`src/rtl/sc_gamectrl_multi.sv`:
```
// Frogger game-state controller: owns lives, level and house-fill mask,
// sequences start/pause/life-loss/house/level-transition/end-of-game.
module sc_gamectrl_multi #(
    parameter int NUM_LIVES    = 3,
    parameter int NUM_LEVELS   = 4,
    parameter int NUM_HOUSES   = 5,
    parameter int TRANS_CYCLES = 50000000,
    parameter int HOUSE_W      = 3
) (
    input  logic                  SC_GAMECTRL_CLOCK_50,
    input  logic                  SC_GAMECTRL_RESET_InLow,
    input  logic                  SC_GAMECTRL_startButton_InLow,
    input  logic                  SC_GAMECTRL_pauseButton_InLow,
    input  logic                  SC_GAMECTRL_Collision_InLow,
    input  logic                  SC_GAMECTRL_HouseArrive_InLow,
    input  logic [HOUSE_W-1:0]    SC_GAMECTRL_HouseIndex_InBUS,
    output logic                  SC_GAMECTRL_StartGame_OutLow,
    output logic                  SC_GAMECTRL_LoadGame_OutLow,
    output logic                  SC_GAMECTRL_clearPoint_OutLow,
    output logic                  SC_GAMECTRL_LifesSignal_OutLow,
    output logic                  SC_GAMECTRL_LoadHouse_OutLow,
    output logic                  SC_GAMECTRL_ClearLost_OutLow,
    output logic                  SC_GAMECTRL_Freeze_OutLow,
    output logic [3:0]            SC_GAMECTRL_Lives_OutBUS,
    output logic [3:0]            SC_GAMECTRL_Level_OutBUS,
    output logic [NUM_HOUSES-1:0] SC_GAMECTRL_HouseMask_OutBUS,
    output logic                  SC_GAMECTRL_Win_OutHigh,
    output logic                  SC_GAMECTRL_Lose_OutHigh
);

    localparam int                 TIMER_W    = $clog2(TRANS_CYCLES + 1);
    localparam logic [TIMER_W-1:0] TIMER_LAST = TIMER_W'(TRANS_CYCLES - 1);
    localparam logic [3:0]         LIVES_INIT = 4'(NUM_LIVES);
    localparam logic [3:0]         LEVEL_LAST = 4'(NUM_LEVELS - 1);

    typedef enum logic [3:0] {
        S_IDLE       = 4'd0,
        S_START      = 4'd1,
        S_PLAY       = 4'd2,
        S_PAUSE      = 4'd3,
        S_LOSELIFE   = 4'd4,
        S_HOUSE      = 4'd5,
        S_TRANS      = 4'd6,
        S_NEXTLEVEL  = 4'd7,
        S_WIN_ENTRY  = 4'd8,
        S_WIN        = 4'd9,
        S_LOSE_ENTRY = 4'd10,
        S_LOSE       = 4'd11
    } state_t;

    state_t                r_state, w_next;
    logic                  r_start_q, r_pause_q;
    logic                  r_start_evt, r_pause_evt;
    logic [3:0]            r_lives, r_level;
    logic [NUM_HOUSES-1:0] r_mask, r_house_oh;
    logic [TIMER_W-1:0]    r_timer;

    logic [NUM_HOUSES-1:0] w_arrive_oh, w_mask_set;
    logic                  w_arrive_bad;

    // Registered falling-edge detectors: a held button yields a single event
    // that the FSM sees one cycle after the edge.
    always_ff @(posedge SC_GAMECTRL_CLOCK_50 or negedge SC_GAMECTRL_RESET_InLow) begin
        if (!SC_GAMECTRL_RESET_InLow) begin
            r_start_q   <= 1'b1;
            r_pause_q   <= 1'b1;
            r_start_evt <= 1'b0;
            r_pause_evt <= 1'b0;
        end else begin
            r_start_q   <= SC_GAMECTRL_startButton_InLow;
            r_pause_q   <= SC_GAMECTRL_pauseButton_InLow;
            r_start_evt <= r_start_q & ~SC_GAMECTRL_startButton_InLow;
            r_pause_evt <= r_pause_q & ~SC_GAMECTRL_pauseButton_InLow;
        end
    end

    // An out-of-range index decodes to an all-zero one-hot, which is treated
    // the same as landing on an already-filled house.
    always_comb begin
        w_arrive_oh = '0;
        for (int h = 0; h < NUM_HOUSES; h++)
            if (SC_GAMECTRL_HouseIndex_InBUS == HOUSE_W'(h)) w_arrive_oh[h] = 1'b1;
    end

    assign w_arrive_bad = ~(|w_arrive_oh) | (|(w_arrive_oh & r_mask));
    assign w_mask_set   = r_mask | r_house_oh;

    always_ff @(posedge SC_GAMECTRL_CLOCK_50 or negedge SC_GAMECTRL_RESET_InLow) begin
        if (!SC_GAMECTRL_RESET_InLow) r_state <= S_IDLE;
        else                          r_state <= w_next;
    end

    always_comb begin
        w_next = r_state;
        case (r_state)
            S_IDLE:     if (r_start_evt) w_next = S_START;
            S_START:    w_next = S_PLAY;
            S_PLAY: begin
                if (r_pause_evt)                             w_next = S_PAUSE;
                else if (!SC_GAMECTRL_Collision_InLow)       w_next = S_LOSELIFE;
                else if (!SC_GAMECTRL_HouseArrive_InLow)
                    w_next = w_arrive_bad ? S_LOSELIFE : S_HOUSE;
            end
            S_PAUSE:    if (r_pause_evt) w_next = S_PLAY;
            S_LOSELIFE: w_next = (r_lives <= 4'd1) ? S_LOSE_ENTRY : S_PLAY;
            S_HOUSE: begin
                if (&w_mask_set) w_next = (r_level == LEVEL_LAST) ? S_WIN_ENTRY : S_TRANS;
                else             w_next = S_PLAY;
            end
            S_TRANS:      if (r_timer == TIMER_LAST) w_next = S_NEXTLEVEL;
            S_NEXTLEVEL:  w_next = S_PLAY;
            S_WIN_ENTRY:  w_next = S_WIN;
            S_WIN:        if (r_start_evt) w_next = S_START;
            S_LOSE_ENTRY: w_next = S_LOSE;
            S_LOSE:       if (r_start_evt) w_next = S_START;
            default:      w_next = S_IDLE;
        endcase
    end

    // Game counters advance on the state being occupied, so each update
    // coincides with the matching one-cycle strobe.
    always_ff @(posedge SC_GAMECTRL_CLOCK_50 or negedge SC_GAMECTRL_RESET_InLow) begin
        if (!SC_GAMECTRL_RESET_InLow) begin
            r_lives    <= LIVES_INIT;
            r_level    <= '0;
            r_mask     <= '0;
            r_house_oh <= '0;
            r_timer    <= '0;
        end else begin
            case (r_state)
                S_START: begin
                    r_lives <= LIVES_INIT;
                    r_level <= '0;
                    r_mask  <= '0;
                    r_timer <= '0;
                end
                S_PLAY:     r_house_oh <= w_arrive_oh;
                S_LOSELIFE: if (r_lives != 4'd0) r_lives <= r_lives - 4'd1;
                S_HOUSE:    r_mask <= w_mask_set;
                S_TRANS:    if (r_timer != TIMER_LAST) r_timer <= r_timer + 1'b1;
                S_NEXTLEVEL: begin
                    if (r_level < LEVEL_LAST) r_level <= r_level + 4'd1;
                    r_mask  <= '0;
                    r_timer <= '0;
                end
                default: ;
            endcase
        end
    end

    always_comb begin
        SC_GAMECTRL_StartGame_OutLow   = 1'b1;
        SC_GAMECTRL_LoadGame_OutLow    = 1'b1;
        SC_GAMECTRL_clearPoint_OutLow  = 1'b1;
        SC_GAMECTRL_LifesSignal_OutLow = 1'b1;
        SC_GAMECTRL_LoadHouse_OutLow   = 1'b1;
        SC_GAMECTRL_ClearLost_OutLow   = 1'b1;
        SC_GAMECTRL_Freeze_OutLow      = 1'b1;
        SC_GAMECTRL_Win_OutHigh        = 1'b0;
        SC_GAMECTRL_Lose_OutHigh       = 1'b0;
        case (r_state)
            S_START: begin
                SC_GAMECTRL_StartGame_OutLow  = 1'b0;
                SC_GAMECTRL_clearPoint_OutLow = 1'b0;
            end
            S_PAUSE, S_TRANS: SC_GAMECTRL_Freeze_OutLow = 1'b0;
            S_LOSELIFE: begin
                SC_GAMECTRL_LifesSignal_OutLow = 1'b0;
                SC_GAMECTRL_clearPoint_OutLow  = 1'b0;
            end
            S_HOUSE: begin
                SC_GAMECTRL_LoadHouse_OutLow  = 1'b0;
                SC_GAMECTRL_clearPoint_OutLow = 1'b0;
            end
            S_NEXTLEVEL: begin
                SC_GAMECTRL_LoadGame_OutLow   = 1'b0;
                SC_GAMECTRL_clearPoint_OutLow = 1'b0;
            end
            S_WIN_ENTRY: begin
                SC_GAMECTRL_ClearLost_OutLow = 1'b0;
                SC_GAMECTRL_Win_OutHigh      = 1'b1;
            end
            S_WIN:       SC_GAMECTRL_Win_OutHigh = 1'b1;
            S_LOSE_ENTRY: begin
                SC_GAMECTRL_ClearLost_OutLow = 1'b0;
                SC_GAMECTRL_Lose_OutHigh     = 1'b1;
            end
            S_LOSE:      SC_GAMECTRL_Lose_OutHigh = 1'b1;
            default: ;
        endcase
    end

    assign SC_GAMECTRL_Lives_OutBUS     = r_lives;
    assign SC_GAMECTRL_Level_OutBUS     = r_level;
    assign SC_GAMECTRL_HouseMask_OutBUS = r_mask;

endmodule

```
`config.mk`:
```
export PLATFORM = sky130hd
export DESIGN_NAME = sc_gamectrl_multi
export DESIGN_NICKNAME = d
export VERILOG_FILES = /design/src/rtl/sc_gamectrl_multi.sv
export SDC_FILE = /design/constraint.sdc
export NUM_CORES = 1
export LEC_CHECK = 0
export CAP_MARGIN = 0
export CORE_ASPECT_RATIO = 0.8
export CORE_MARGIN = 2
export CORE_UTILIZATION = 40
export CTS_CLUSTER_DIAMETER = 30
export DETAILED_ROUTE_END_ITERATION = 10
export GPL_ROUTABILITY_DRIVEN = 0
export SLEW_MARGIN = 20
export SYNTH_ARGS = -nofsm -noshare
export SYNTH_HDL_FRONTEND = slang
export SYNTH_SLANG_ARGS = --single-unit
```
`constraint.sdc`:
```
create_clock -name SC_GAMECTRL_CLOCK_50 -period 2 [get_ports SC_GAMECTRL_CLOCK_50]
set_input_delay 0.4 -clock SC_GAMECTRL_CLOCK_50 [delete_from_list [all_inputs] [get_ports SC_GAMECTRL_CLOCK_50]]
set_output_delay 0.4 -clock SC_GAMECTRL_CLOCK_50 [all_outputs]
set_load 0.03 [all_outputs]
```
==> flow_metrics.env <==
export IMPL_maxSlewHeadroom_pct=68.09
export IMPL_ys_ff_latch=52
export IMPL_max_stage_delay_ps=560
export IMPL_synthMuxAreaShare_pct=2.272
export IMPL_drc_errors=0
export IMPL_wl_um=6159
export IMPL_worstSetupPathType="reg2out"
export IMPL_async_reset_ff_share_pct=100.0
export IMPL_p_switching_w=0.001273
export IMPL_crit_family="simple AND/OR/NAND/NOR gates"
export IMPL_syn_nets=313
export IMPL_rows=27
export IMPL_fin_util_pct=50.36
export IMPL_cts_made_buffers=5
export IMPL_detail_route_antenna_nets=0
export IMPL_die_w_um=97.69
export IMPL_internal_power_w=0.002105
export IMPL_cp_buffers_inverters=1
export IMPL_cts_hold_buf=0
export IMPL_cts_root_buf="clkbuf_8"
export IMPL_crit_chain="or4b_1, buf_2"
export IMPL_p_leak_nw=1.434
export IMPL_reg2reg_slack_ps=80
export IMPL_hold_viol=0
export IMPL_route_met2_wl_um=2704
export IMPL_synth_compound_area_share_pct=13.90
export IMPL_core_area_um2=6858
export IMPL_clockBufferDepth=2
export IMPL_avgSynthCellArea_um2=9.363
export IMPL_final_common_cell="dfrtp_1"
export IMPL_nNetsFinal=358
export IMPL_worstMarginPinSlew_ps=475.0
export IMPL_max_freq_mhz=517.5
export IMPL_syn_area_um2=2809
export IMPL_start_util_pct=40.96
export IMPL_fin_skew_ps=7.572
export IMPL_pwr_share_comb_pct=39.7
export IMPL_vias=2314
export IMPL_status="completed"
export IMPL_pwr_share_seq_pct=38.8
export IMPL_cts_tree="built"
export IMPL_grt_overflow=0
export IMPL_hp_class="in2async"
export IMPL_port_buffers=30
export IMPL_fill_cells=630
export IMPL_postSynthCellCount=300
export IMPL_ys_flop_type="dfrtp_1"
export IMPL_synth_xor_area_share_pct=3.430
export IMPL_path_clk_slew_ps=90
export IMPL_via_per_inst=5.344
export IMPL_antenna_found_initial=0
export IMPL_ys_seq_area_share_pct=46.50
export IMPL_synth_fa_ha_area_share_pct=2.138
export IMPL_arrival_ps=1530
export IMPL_ys_types=53
export IMPL_num_io_pins=31
export IMPL_area_growth_pct=22.94
export IMPL_clockPowerShare_pct=21.4
export IMPL_swShare_pct=37.69
export IMPL_irDropWorstVdd_v=0.0004986
export IMPL_grt_max_degree=53
export IMPL_end_kind="output pin"
export IMPL_layout_min_cycle_time_ps=1932
export IMPL_cp_start_kind="flop"
export IMPL_setup_violations_final=0
export IMPL_synth_top_family_by_area="simple AND/OR/NAND/NOR gates"
export IMPL_crit_fanout=6
export IMPL_detail_route_wl_per_cell_um=14.22
export IMPL_synth_edf_count=0
export IMPL_htreeDepth=2
export IMPL_final_cell_mix="dfrtp_1 (45), nor2_1 (28), a21oi_1 (26), buf_4 (26), nand2_1 (24)"
export IMPL_seq_area_um2=1310
export IMPL_post_route_period_util_pct=96.62
export IMPL_power_density_nw_per_um2=978.1
export IMPL_antenna_cells=0
export IMPL_grt_pass1_wl_um=11090
export IMPL_grt_pass1_vias=2330
export IMPL_drv_cap=0
export IMPL_cp_required_ps=1600
export IMPL_first_pass_iters=4
export IMPL_wl_met3_um=152
export IMPL_slew_viol_final=0
export IMPL_clock_latency_ps=310
export IMPL_wl_met1_um=3254
export IMPL_detailed_place_hpwl_um=4389
export IMPL_die_area_um2=7713
export IMPL_yosys_warnings=0
export IMPL_finalHoldWorstSlack_ps=61.69
export IMPL_yosys_area_share_simple_pct=27.39
export IMPL_drt_iter0_markers=116
export IMPL_die_h_um=78.95
export IMPL_cts_num_sinks=52
export IMPL_drive_gt1_share_pct=19.36
export IMPL_routed_top_layer="met4"
export IMPL_multi_input_area_um2=1419
export IMPL_grt_usage_pct=17.50
export IMPL_slowest_stage="or4b_1"
power by group through the flow:
stage	clock network (W)	registers [W]	logic (W)
final	0.000723	0.00131	0.00134
after global routing	0.000790	0.00133	0.00150
after CTS	0.000749	0.00131	0.00134
after detailed placement	0	0.00133	0.00135
after global placement	0	0.00132	0.00134
after floorplan	0	0.00137	0.000798
state kept, by name, indices dropped and copies added (netlist names):
signal,flops
SC_GAMECTRL_HouseMask_OutBUS,5
SC_GAMECTRL_Level_OutBUS,4
SC_GAMECTRL_Lives_OutBUS,4
r_house_oh,5
r_pause_evt,1
r_pause_q,1
r_start_evt,1
r_start_q,1
r_state,4
r_timer,26
Yosys cell counts (2+ instances only):
cell	n	area, um^2
xnor2_1	7	61.31
nor2b_1	7	43.79
clkbuf_1	6	22.52
or4b_1	2	20.02
nor3_1	8	40.04
dfstp_2	4	105.1
o21ai_0	10	50.05
or3_1	5	31.28
nand2_1	24	90.09
mux2i_1	3	30.03
or4_1	11	82.58
nand4_1	7	43.79
inv_1	11	41.29
nand2b_1	5	31.28
o41ai_1	3	26.28
buf_2	7	35.03
nor2_1	28	105.1
dfrtp_1	48	1201
nor4bb_1	2	20.02
o22ai_1	2	12.51
and2_1	3	18.77
mux2_2	3	33.78
o31ai_1	11	82.58
o211ai_1	2	15.01
and4_1	3	26.28
ha_1	4	50.05
buf_1	2	7.510
nor4_1	5	31.28
and4b_1	2	20.02
nand3_1	12	60.06
xor2_1	4	35.03
a31oi_1	2	12.51
a21oi_1	27	135.1
stage by stage:
| step | setup slack (ps) | instances | setup TNS, ps | instance area (um^2) | power, W |
|---|---|---|---|---|---|
| finish | 67.60 | 433 | 0 | 3453 | 0.003378 |
| global route | -2.630 | 433 | -2.630 | 3453 | 0.003619 |
| CTS | -38.68 | 432 | -38.68 | 3426 | 0.003395 |
| detailed placement | 1.473 | 424 | 0 | 3319 | 0.002679 |
| global placement | 49.48 | 424 | 0 | 3319 | 0.002657 |
| floorplan | 122.3 | 300 | 0 | 2809 | 0.002171 |
cell type report:
type,count,area share (%)
Multi-Input combinational cell,220,41.09
Sequential cell,52,37.93
Timing Repair Buffer,55,13.41
Tap cell,87,3.152
Clock buffer,5,1.993
Clock inverter,3,1.232
Inverter,11,1.196
kinds of logic (layout without fill, tap and decap cells):
family,Yosys count,count (layout)
and+or+nand+nor,134,134
AOI/OAI and AO/OA,64,64
DFF,52,52
buffers and inverters,28,74
xor gates and xnor gates,11,11
muxes,6,6
adders and majority gates,5,5
worst paths after layout:
path,start,to,depth (start not counted)
min,SC_GAMECTRL_RESET_InLow,r_house_oh[1],2
max,r_state[3],SC_GAMECTRL_LifesSignal_OutLow,2
min reg2reg,r_house_oh[2],r_house_oh[2],2
max reg2reg,r_state[3],r_timer[13],6
max in group asynchronous,SC_GAMECTRL_RESET_InLow,SC_GAMECTRL_Lives_OutBUS[1],2
min in group SC_GAMECTRL_CLOCK_50,r_house_oh[2],r_house_oh[2],2
worst reg2reg max path: stages (launching register included):
cell	delay [ps]
dfrtp_2	460
buf_4	170
and4bb_2	330
o21ai_2	90
buf_4	170
or4_1	470
a21oi_1	160
metal layers:
metal	vias to the layer above	GRT usage, %
met5	-	0
met1	1105	25.39
met3	4	2.993
met4	0	4.167
li1	1182	-
met2	23	27.52
repair_timing:
item | 4_1_cts | 5_1_grt
gates resized for setup | 12 | 24
setup buffers | 0 | 1
pin swaps | 0 | 2
endpoints found under the setup margin | 8 | 16
(Power assumes the default switching activity.)
